[src/rtl/display_arbiter_pkg.sv]
// rtl/display_arbiter_pkg.sv - shared types and constants for the display arbiter
// Purpose : arbiter state encoding, requester limit, 100 MHz timing defaults and
//           a small index helper used by the arbiter and its priority picker.
// Ports   : none (package).
package display_arbiter_pkg;

    typedef enum logic [1:0] {
        IDLE,
        ANNOUNCE,
        OWNED
    } arb_state_t;

    localparam int DISPLAY_ARB_MAX_REQ  = 8;
    localparam int DEFAULT_HOLD_CYCLES  = 50_000_000;
    localparam int DEFAULT_FLASH_CYCLES = 25_000_000;

    // Next requester index with wrap from n-1 back to 0.
    function automatic logic [2:0] wrap_inc(input logic [2:0] idx, input int n);
        if (int'(idx) >= n - 1) begin
            return 3'd0;
        end
        return idx + 3'd1;
    endfunction

endpackage

[src/rtl/rr_priority_picker.sv]
// rtl/rr_priority_picker.sv - combinational round-robin winner search
// Purpose : finds the first asserted request at or after a start index, wrapping.
// Ports   : req    - request vector, one bit per requester
//           start  - index where the search begins (must be < NUM_REQ)
//           winner - index of the first requester found (0 when none)
//           found  - 1 when any request bit is set
module rr_priority_picker
    import display_arbiter_pkg::*;
#(
    parameter int NUM_REQ = 4
) (
    input  logic [NUM_REQ-1:0] req,
    input  logic [2:0]         start,
    output logic [2:0]         winner,
    output logic               found
);

    logic [DISPLAY_ARB_MAX_REQ-1:0] req_ext;
    logic [3:0]                     slot;

    // Scan offsets from the farthest to the nearest so the nearest hit is the
    // last assignment and therefore wins, without needing an early exit.
    always_comb begin
        req_ext              = '0;
        req_ext[NUM_REQ-1:0] = req;
        winner               = '0;
        found                = 1'b0;
        slot                 = '0;
        for (int i = NUM_REQ - 1; i >= 0; i--) begin
            slot = {1'b0, start} + 4'(i);
            if (slot >= 4'(NUM_REQ)) begin
                slot = slot - 4'(NUM_REQ);
            end
            if (req_ext[slot[2:0]]) begin
                winner = slot[2:0];
                found  = 1'b1;
            end
        end
    end

endmodule

[src/rtl/display_arbiter.sv]
// rtl/display_arbiter.sv - round-robin owner arbitration for the dword display
// Purpose : time-shares the 8-digit display between NUM_REQ requesters with a
//           minimum hold per owner and a flash announcing each new owner.
// Ports   : clock_100mhz     - system clock
//           reset            - synchronous, active-high
//           req              - level request per requester
//           word_in          - NUM_REQ packed 32-bit words, requester i at [i*32 +: 32]
//           lock             - freezes the current owner
//           grant            - one-hot owner, 0 when idle
//           dword            - word to display
//           flash_upper_half - flash request, upper display half
//           flash_lower_half - flash request, lower display half
//           owner_idx        - owner index, 0 when idle
//           owner_valid      - 1 while someone owns the display
module display_arbiter
    import display_arbiter_pkg::*;
#(
    parameter int NUM_REQ      = 4,
    parameter int HOLD_CYCLES  = DEFAULT_HOLD_CYCLES,
    parameter int FLASH_CYCLES = DEFAULT_FLASH_CYCLES
) (
    input  logic                  clock_100mhz,
    input  logic                  reset,
    input  logic [NUM_REQ-1:0]    req,
    input  logic [NUM_REQ*32-1:0] word_in,
    input  logic                  lock,
    output logic [NUM_REQ-1:0]    grant,
    output logic [31:0]           dword,
    output logic                  flash_upper_half,
    output logic                  flash_lower_half,
    output logic [2:0]            owner_idx,
    output logic                  owner_valid
);

    localparam int HW = $clog2(HOLD_CYCLES + 1);
    localparam int FW = $clog2(FLASH_CYCLES + 1);

    arb_state_t          state_q, state_d;
    logic [2:0]          owner_q, owner_d;
    logic [2:0]          rr_q, rr_d;
    logic [NUM_REQ-1:0]  grant_q, grant_d;
    logic [31:0]         dword_q, dword_d;
    logic                flash_q, flash_d;
    logic                valid_q, valid_d;
    logic [HW-1:0]       hold_q, hold_d;
    logic [FW-1:0]       fcnt_q, fcnt_d;

    logic [NUM_REQ-1:0]  pick_req;
    logic [2:0]          pick_start;
    logic [2:0]          pick_idx;
    logic                pick_found;
    logic [31:0]         owner_word;
    logic [31:0]         win_word;
    logic [NUM_REQ-1:0]  win_onehot;
    logic                owner_req;
    logic                take;

    // From IDLE the search starts at the rr pointer; on hold expiry the
    // current owner is masked out and the search starts just after it.
    assign pick_req   = (state_q == IDLE) ? req : (req & ~grant_q);
    assign pick_start = (state_q == IDLE) ? rr_q : wrap_inc(owner_q, NUM_REQ);

    rr_priority_picker #(
        .NUM_REQ (NUM_REQ)
    ) u_picker (
        .req    (pick_req),
        .start  (pick_start),
        .winner (pick_idx),
        .found  (pick_found)
    );

    always_comb begin
        owner_word = '0;
        win_word   = '0;
        win_onehot = '0;
        owner_req  = 1'b0;
        for (int i = 0; i < NUM_REQ; i++) begin
            if (owner_q == 3'(i)) begin
                owner_word = word_in[i*32 +: 32];
                owner_req  = req[i];
            end
            if (pick_idx == 3'(i)) begin
                win_word      = word_in[i*32 +: 32];
                win_onehot[i] = 1'b1;
            end
        end
    end

    always_comb begin
        state_d = state_q;
        owner_d = owner_q;
        rr_d    = rr_q;
        grant_d = grant_q;
        dword_d = dword_q;
        flash_d = flash_q;
        valid_d = valid_q;
        hold_d  = (hold_q == '0) ? '0 : hold_q - 1'b1;
        fcnt_d  = (fcnt_q == '0) ? '0 : fcnt_q - 1'b1;
        take    = 1'b0;

        case (state_q)
            IDLE: begin
                // lock only blocks rotation, so an idle display is still granted
                take = pick_found;
            end
            ANNOUNCE: begin
                dword_d = owner_word;
                if (fcnt_q == '0) begin
                    state_d = OWNED;
                    flash_d = 1'b0;
                end
            end
            OWNED: begin
                // a dropped owner request freezes the last shown word
                if (owner_req) begin
                    dword_d = owner_word;
                end
                if (hold_q == '0 && !lock) begin
                    if (pick_found) begin
                        take = 1'b1;
                    end else if (!owner_req) begin
                        state_d = IDLE;
                        owner_d = '0;
                        grant_d = '0;
                        dword_d = '0;
                        valid_d = 1'b0;
                    end
                end
            end
            default: begin
                state_d = IDLE;
            end
        endcase

        if (take) begin
            state_d = ANNOUNCE;
            owner_d = pick_idx;
            rr_d    = wrap_inc(pick_idx, NUM_REQ);
            grant_d = win_onehot;
            dword_d = win_word;
            flash_d = 1'b1;
            valid_d = 1'b1;
            hold_d  = HW'(HOLD_CYCLES - 1);
            fcnt_d  = FW'(FLASH_CYCLES - 1);
        end
    end

    always_ff @(posedge clock_100mhz) begin
        if (reset) begin
            state_q <= IDLE;
            owner_q <= '0;
            rr_q    <= '0;
            grant_q <= '0;
            dword_q <= '0;
            flash_q <= 1'b0;
            valid_q <= 1'b0;
            hold_q  <= '0;
            fcnt_q  <= '0;
        end else begin
            state_q <= state_d;
            owner_q <= owner_d;
            rr_q    <= rr_d;
            grant_q <= grant_d;
            dword_q <= dword_d;
            flash_q <= flash_d;
            valid_q <= valid_d;
            hold_q  <= hold_d;
            fcnt_q  <= fcnt_d;
        end
    end

    assign grant            = grant_q;
    assign dword            = dword_q;
    assign flash_upper_half = flash_q;
    assign flash_lower_half = flash_q;
    assign owner_idx        = owner_q;
    assign owner_valid      = valid_q;

endmodule

[config.mk]
export PLATFORM = sky130hd
export DESIGN_NAME = display_arbiter
export DESIGN_NICKNAME = d
export VERILOG_FILES = /design/src/rtl/display_arbiter_pkg.sv /design/src/rtl/rr_priority_picker.sv /design/src/rtl/display_arbiter.sv
export SDC_FILE = /design/constraint.sdc
export NUM_CORES = 1
export LEC_CHECK = 0
export ABC_CLOCK_PERIOD_IN_PS = 6400
export CAP_MARGIN = 20
export CORE_MARGIN = 3
export CORE_UTILIZATION = 51
export CTS_CLUSTER_SIZE = 16
export DETAILED_ROUTE_END_ITERATION = 12
export PLACE_DENSITY = 0.93
export SKIP_CTS_REPAIR_TIMING = 1
export SYNTH_ARGS = -nofsm -noshare
export SYNTH_HDL_FRONTEND = slang
export SYNTH_SLANG_ARGS = --single-unit
[constraint.sdc]
create_clock -name clock_100mhz -period 6.4 [get_ports clock_100mhz]
set_input_delay 1.92 -clock clock_100mhz [delete_from_list [all_inputs] [get_ports clock_100mhz]]
set_output_delay 1.92 -clock clock_100mhz [all_outputs]
set_load 0.05 [all_outputs]
== After elaboration in Yosys (flattened, before gate mapping) ==
Cells that the tools add are included.

* Bits in registers: 97
* Input port bits: 135
* Word-level logic and storage cells: 156

* $add $sub $neg: 11
* Magnitude comparators: 10
* Eq/ne operators: 19
* Muxes and demuxes: 82
* Bitwise gates (word level): 3
* Reduce and logical (&&, ||, !) cells: 19

{| class="wikitable"
|+ Operator list
! cell !! count
|-
| $mux 32 || 13
|-
| $pmux 32 s2 || 1
|-
| $mux 3 || 18
|-
| $mux 26 || 2
|-
| $mux 25 || 2
|-
| $mux 1 || 30
|-
| $logic_not 26->1 || 1
|-
| $sub 26x1->26 const B || 1
|-
| $logic_not 25->1 || 1
|-
| $sub 25x1->25 const B || 1
|-
| $mux 4 || 6
|-
| $lt 3x4->1 const B || 4
|-
| $bmux 1 s3 || 4
|-
| $eq 3x2->1 const B || 4
|-
| $ge 4x3->1 const B || 3
|-
| $ne 3x3->1 const B || 4
|-
| $sub 3x3->3 const B || 4
|-
| $ne 2x2->1 const B || 5
|-
| $reduce_and 5->1 || 2
|-
| $add 3x2->4 const B || 2
|-
| $mux 2 || 4
|-
| $reduce_bool 2->1 || 4
|-
| $add 3x1->3 const B || 2
|-
| $eq 3x1->1 const B || 2
|-
| 20 further kinds || 24
|}

== Longest topological paths before layout ==
* Depth after elaboration: 19
* Depth in mapped cells: 23
* Gate-level depth less buffers: 20

== Hierarchy ==
From an unflattened synthesis, not the netlist that was laid out.

* Cells, all modules: 1005
* Area, all modules: 7313.3 um^2

{| class="wikitable"
|+ By module, submodules not included
! module !! instances !! cells each !! area an instance (um^2)
|-
| display_arbiter || 1 || 961 || 6969.2
|-
| rr_priority_picker || 1 || 44 || 344.1
|}

== Worst setup path after synthesis ==
OpenSTA, ideal clock, no wires.

* Path type: input port to flip-flop
* Start: input req[3]
* End: register dword_q[16], in the netlist dword[16]
* Library setup time: 0.081 ns
* Data arrival time: 4.855 ns
* Required time: 6.319 ns
* Path slack: 1.464 ns
* Stages on the path: 17
* Path buffers: 3
* Cells stage by stage: nand2_1 -> mux4_2 -> or2_1 -> nor3_1 -> o221ai_1 -> ha_1 -> clkbuf_1 -> nor2b_1 -> clkbuf_1 -> clkbuf_1 -> a22oi_1 -> nor2_1 -> a21oi_1 -> nor2_1 -> a21oi_1 -> a221o_1 -> a211oi_2

* Word-level cells in the longest chain between the ends: 14

{| class="wikitable"
|+ RTL lines
! element !! RTL line !! source
|-
| start: declaration || display_arbiter.sv:24 || <nowiki>input logic [NUM_REQ-1:0] req,</nowiki>
|-
| $and 4x4->4 || display_arbiter.sv:60 || <nowiki>assign pick_req = (state_q == IDLE) ? req : (req & ~grant_q);</nowiki>
|-
| $mux 4 || display_arbiter.sv:60 ||
|-
| $bmux 1 s3 || rr_priority_picker.sv:34 || <nowiki>if (req_ext[slot[2:0]]) begin</nowiki>
|-
| $mux 1 (not written as such) || rr_priority_picker.sv:34 ||
|-
| $mux 3 (4 in a row) || rr_priority_picker.sv:34 ||
|-
| $logic_not 3->1 || display_arbiter.sv:82 || <nowiki>if (pick_idx == 3'(i)) begin</nowiki>
|-
| $mux 32 (4 in a row) || display_arbiter.sv:82 ||
|-
| $mux 32 || display_arbiter.sv:135 || <nowiki>if (take) begin</nowiki>
|-
| end signal: assignment || display_arbiter.sv:164 || <nowiki>dword_q <= dword_d;</nowiki>
|-
| end: declaration || display_arbiter.sv:42 || <nowiki>logic [31:0] dword_q, dword_d;</nowiki>
|}

Several ways; a longest one is shown, not always the timed one. The select of a mux whose other input is x is not followed.
A chain may end at the register's enable or synchronous reset.

== Worst setup path in the final report ==
* Start: input req[3]
* End: register dword_q[19], in the netlist dword[19]

Same word-level chain as after synthesis.

==> impl_metrics.ini <==
[sta]
holdWs_ps = 473
finalMaxSlewViolations = 0
finClkSkew_ps = 9.14
max_slew_margin = 0.394
fin_setup_tns_ps = 0
max_slew.worst_pin.slew_ps = 909
hold_violations = 0
finalSetupViolCount = 0
fin_crit_ps = 5520
timing.final.crit_share = 0.863
layout_setup_ws_ps = 878
max_freq_ghz = 0.181
rsz0062_at_grt = false

[global_routing]
met3_usage = 0.0819
antenna_found_initial = 0
grtUsageTotal = 0.302
grt_overflow = 0
use_met1 = 0.359
grt_pass1_wl_mm = 39.5
grt_max_degree = 65
met2_usage = 0.502
grt_pass1_vias = 8102
busiest_layer = met2

[logic_synthesis]
synth_top_area_share = 0.270
ys_seq_area_frac = 0.270
ys_ff_latch = 97
syn_inst = 1028
synth_area_leaders = dfxtp_1 (27%), nor2_1 (10%), a21oi_1 (9.4%)
synth.largest_area_cell = dfxtp_1
syn_area_sq_mm = 0.00720
syn_area_per_cell_sq_um = 7.00
netlist_top_cells_count = nor2_1 (201), a21oi_1 (135), nand2_1 (99)
synth-edff-count = 0
yosysMostFrequentCell = nor2_1
yosys_warnings = 0
syn_nets = 1177
ys_async_sr_fraction = 0
synth.distinct_cells = 60
synthFlopType = dfxtp_1

[finish]
design_area_sq_mm = 0.00932
stdcell_count = 1331
n_antenna_cell = 0
synthToLayoutAreaGrowth_pct = 29.5
drive_above_1_share = 0.0727
fin_util = 0.690
fin_nets = 1299

[route]
ant_nets = 0
drt_wl_total_mm = 24.5
first_pass_iters = 7
first_iter_violations = 756
via_per_inst = 6.39
wl_per_cell_um = 18.4
vias = 8499
route.detailed.drc = 0

[power]
intPower_mw = 2.47
switching_share = 0.509
comb_power_share = 0.715
pwr-share-seq = 0.182
power_density_mw_per_mm2 = 539
power_mw = 5.02
vdd_ir_drop_max_mv = 0.318
p_switching_mw = 2.55
leakagePower_nw = 3.49
p_clk_frac = 0.103

[worst_setup_path]
crit_type = in -> reg
startpoint = req[3]
cp.required_ps = 6670
r2r_start = owner_idx[2]
cp-end-kind = register
critPathLaunchType = input pin
worstPathArrival_ps = 5790
cp_max_fo = 21

[die]
placementRows = 42
fp.dieH_um = 125
io_pins = 177
die_area_sq_mm = 0.0156
die_w_um = 125
start_util = 0.533
core_area_sq_mm = 0.0135

[place]
placed_cell_area_sq_mm = 0.00904
pre_cts_ws_ps = 615
io_buffers = 176
dp_cells = 1315
place_congestion = 0.935
dp_hpwl_mm = 17.0

[clocking]
cts_buffers = 9
clock-sinks = 97
h-tree-depth = 3
clk_latency_ps = 350
cts.path.max_buffers = 2
cts_tree = yes
path_clk_slew_ps = 70
root_buffer = clkbuf_16

[flow_run]
drv_cap = 0

[min_path]
hp-class = reg -> reg
min-delay-start = flash_lower_half

[run_status]
status = finished, final reports clean
-- critical path, cell delays in order --
cell,delay (ps)
clkdlybuf4s50_1,590
nand2_1,110
mux4_2,510
or2_1,270
nor3_1,170
o221ai_1,260
ha_1,350
buf_4,240
nor2b_2,150
buf_4,270
a22oi_1,100
nor2_1,120
a21oi_1,50
nor2_1,110
a21oi_1,50
a221o_1,310
a211oi_2,210
-- power by group through the flow --
stage | registers [mW] | clock network, mW | logic, mW
6_report | 0.912 | 0.519 | 3.59
5_1_grt | 0.932 | 0.548 | 3.93
4_1_cts | 0.908 | 0.521 | 3.53
3_5_place_dp | 0.918 | 0 | 3.51
3_3_place_gp | 0.913 | 0 | 3.41
2_1_floorplan | 1.19 | 0 | 2.37
-- registers in the layout, indices dropped and copies added (netlist names) --
| name | cells |
|---|---|
| rr_q | 3 |
| fcnt_q | 25 |
| owner_valid | 1 |
| flash_lower_half | 1 |
| state_q | 2 |
| hold_q | 26 |
| owner_idx | 3 |
| dword | 32 |
| grant | 4 |
-- cell type report --
type	instances	area (sq um)
clock buffers	10	229
clock inverters	6	48.8
fillers	1073	4190
inverters	15	56.3
multi-input cells	829	4890
flip-flops and latches	97	1940
well taps	176	220
repair buffers	198	1930
-- logic make-up after synthesis --
kind of cell,share of synthesized area
mux,0.0143
buf+inv,0.0577
simple gates,0.255
xor+xnor,0.0475
compound gates,0.331
flops,0.270
fa+ha+maj,0.0243
other cells,0.000521
-- path summary, 6_finish.rpt --
| kind | to | depth (start not counted) | slack (ps) |
|---|---|---|---|
| max | dword[19] | 17 | 880 |
| min reg2reg | flash_lower_half | 2 | 470 |
| min | flash_lower_half | 2 | 470 |
| max reg2reg | dword[19] | 21 | 1300 |
-- layout by cell type (no fill, tap or decap), types with 4 or more instances in the layout --
master	n
nor4_1	13
clkbuf_16	9
nor2b_1	6
buf_4	21
a221o_1	28
nor3_1	47
or4_1	6
xnor2_1	17
a31oi_1	4
nand2b_1	8
a211oi_1	12
a21oi_1	134
mux2i_1	8
dfxtp_1	97
inv_1	14
a22oi_1	37
or3_1	7
o21a_1	6
o211ai_1	5
ha_1	11
a211oi_2	21
nor2_1	200
a221oi_1	32
clkdlybuf4s50_1	175
xor2_1	22
nand3_1	7
nand2_1	99
o21ai_0	45
-- layer usage --
metal  wire length, um  vias up
met4              1180        0
met5                 0        -
met2             11500      509
li1                  -     3972
met3              2680      100
met1              9170     3918
No activity file was read; power rests on OpenSTA's default activity.
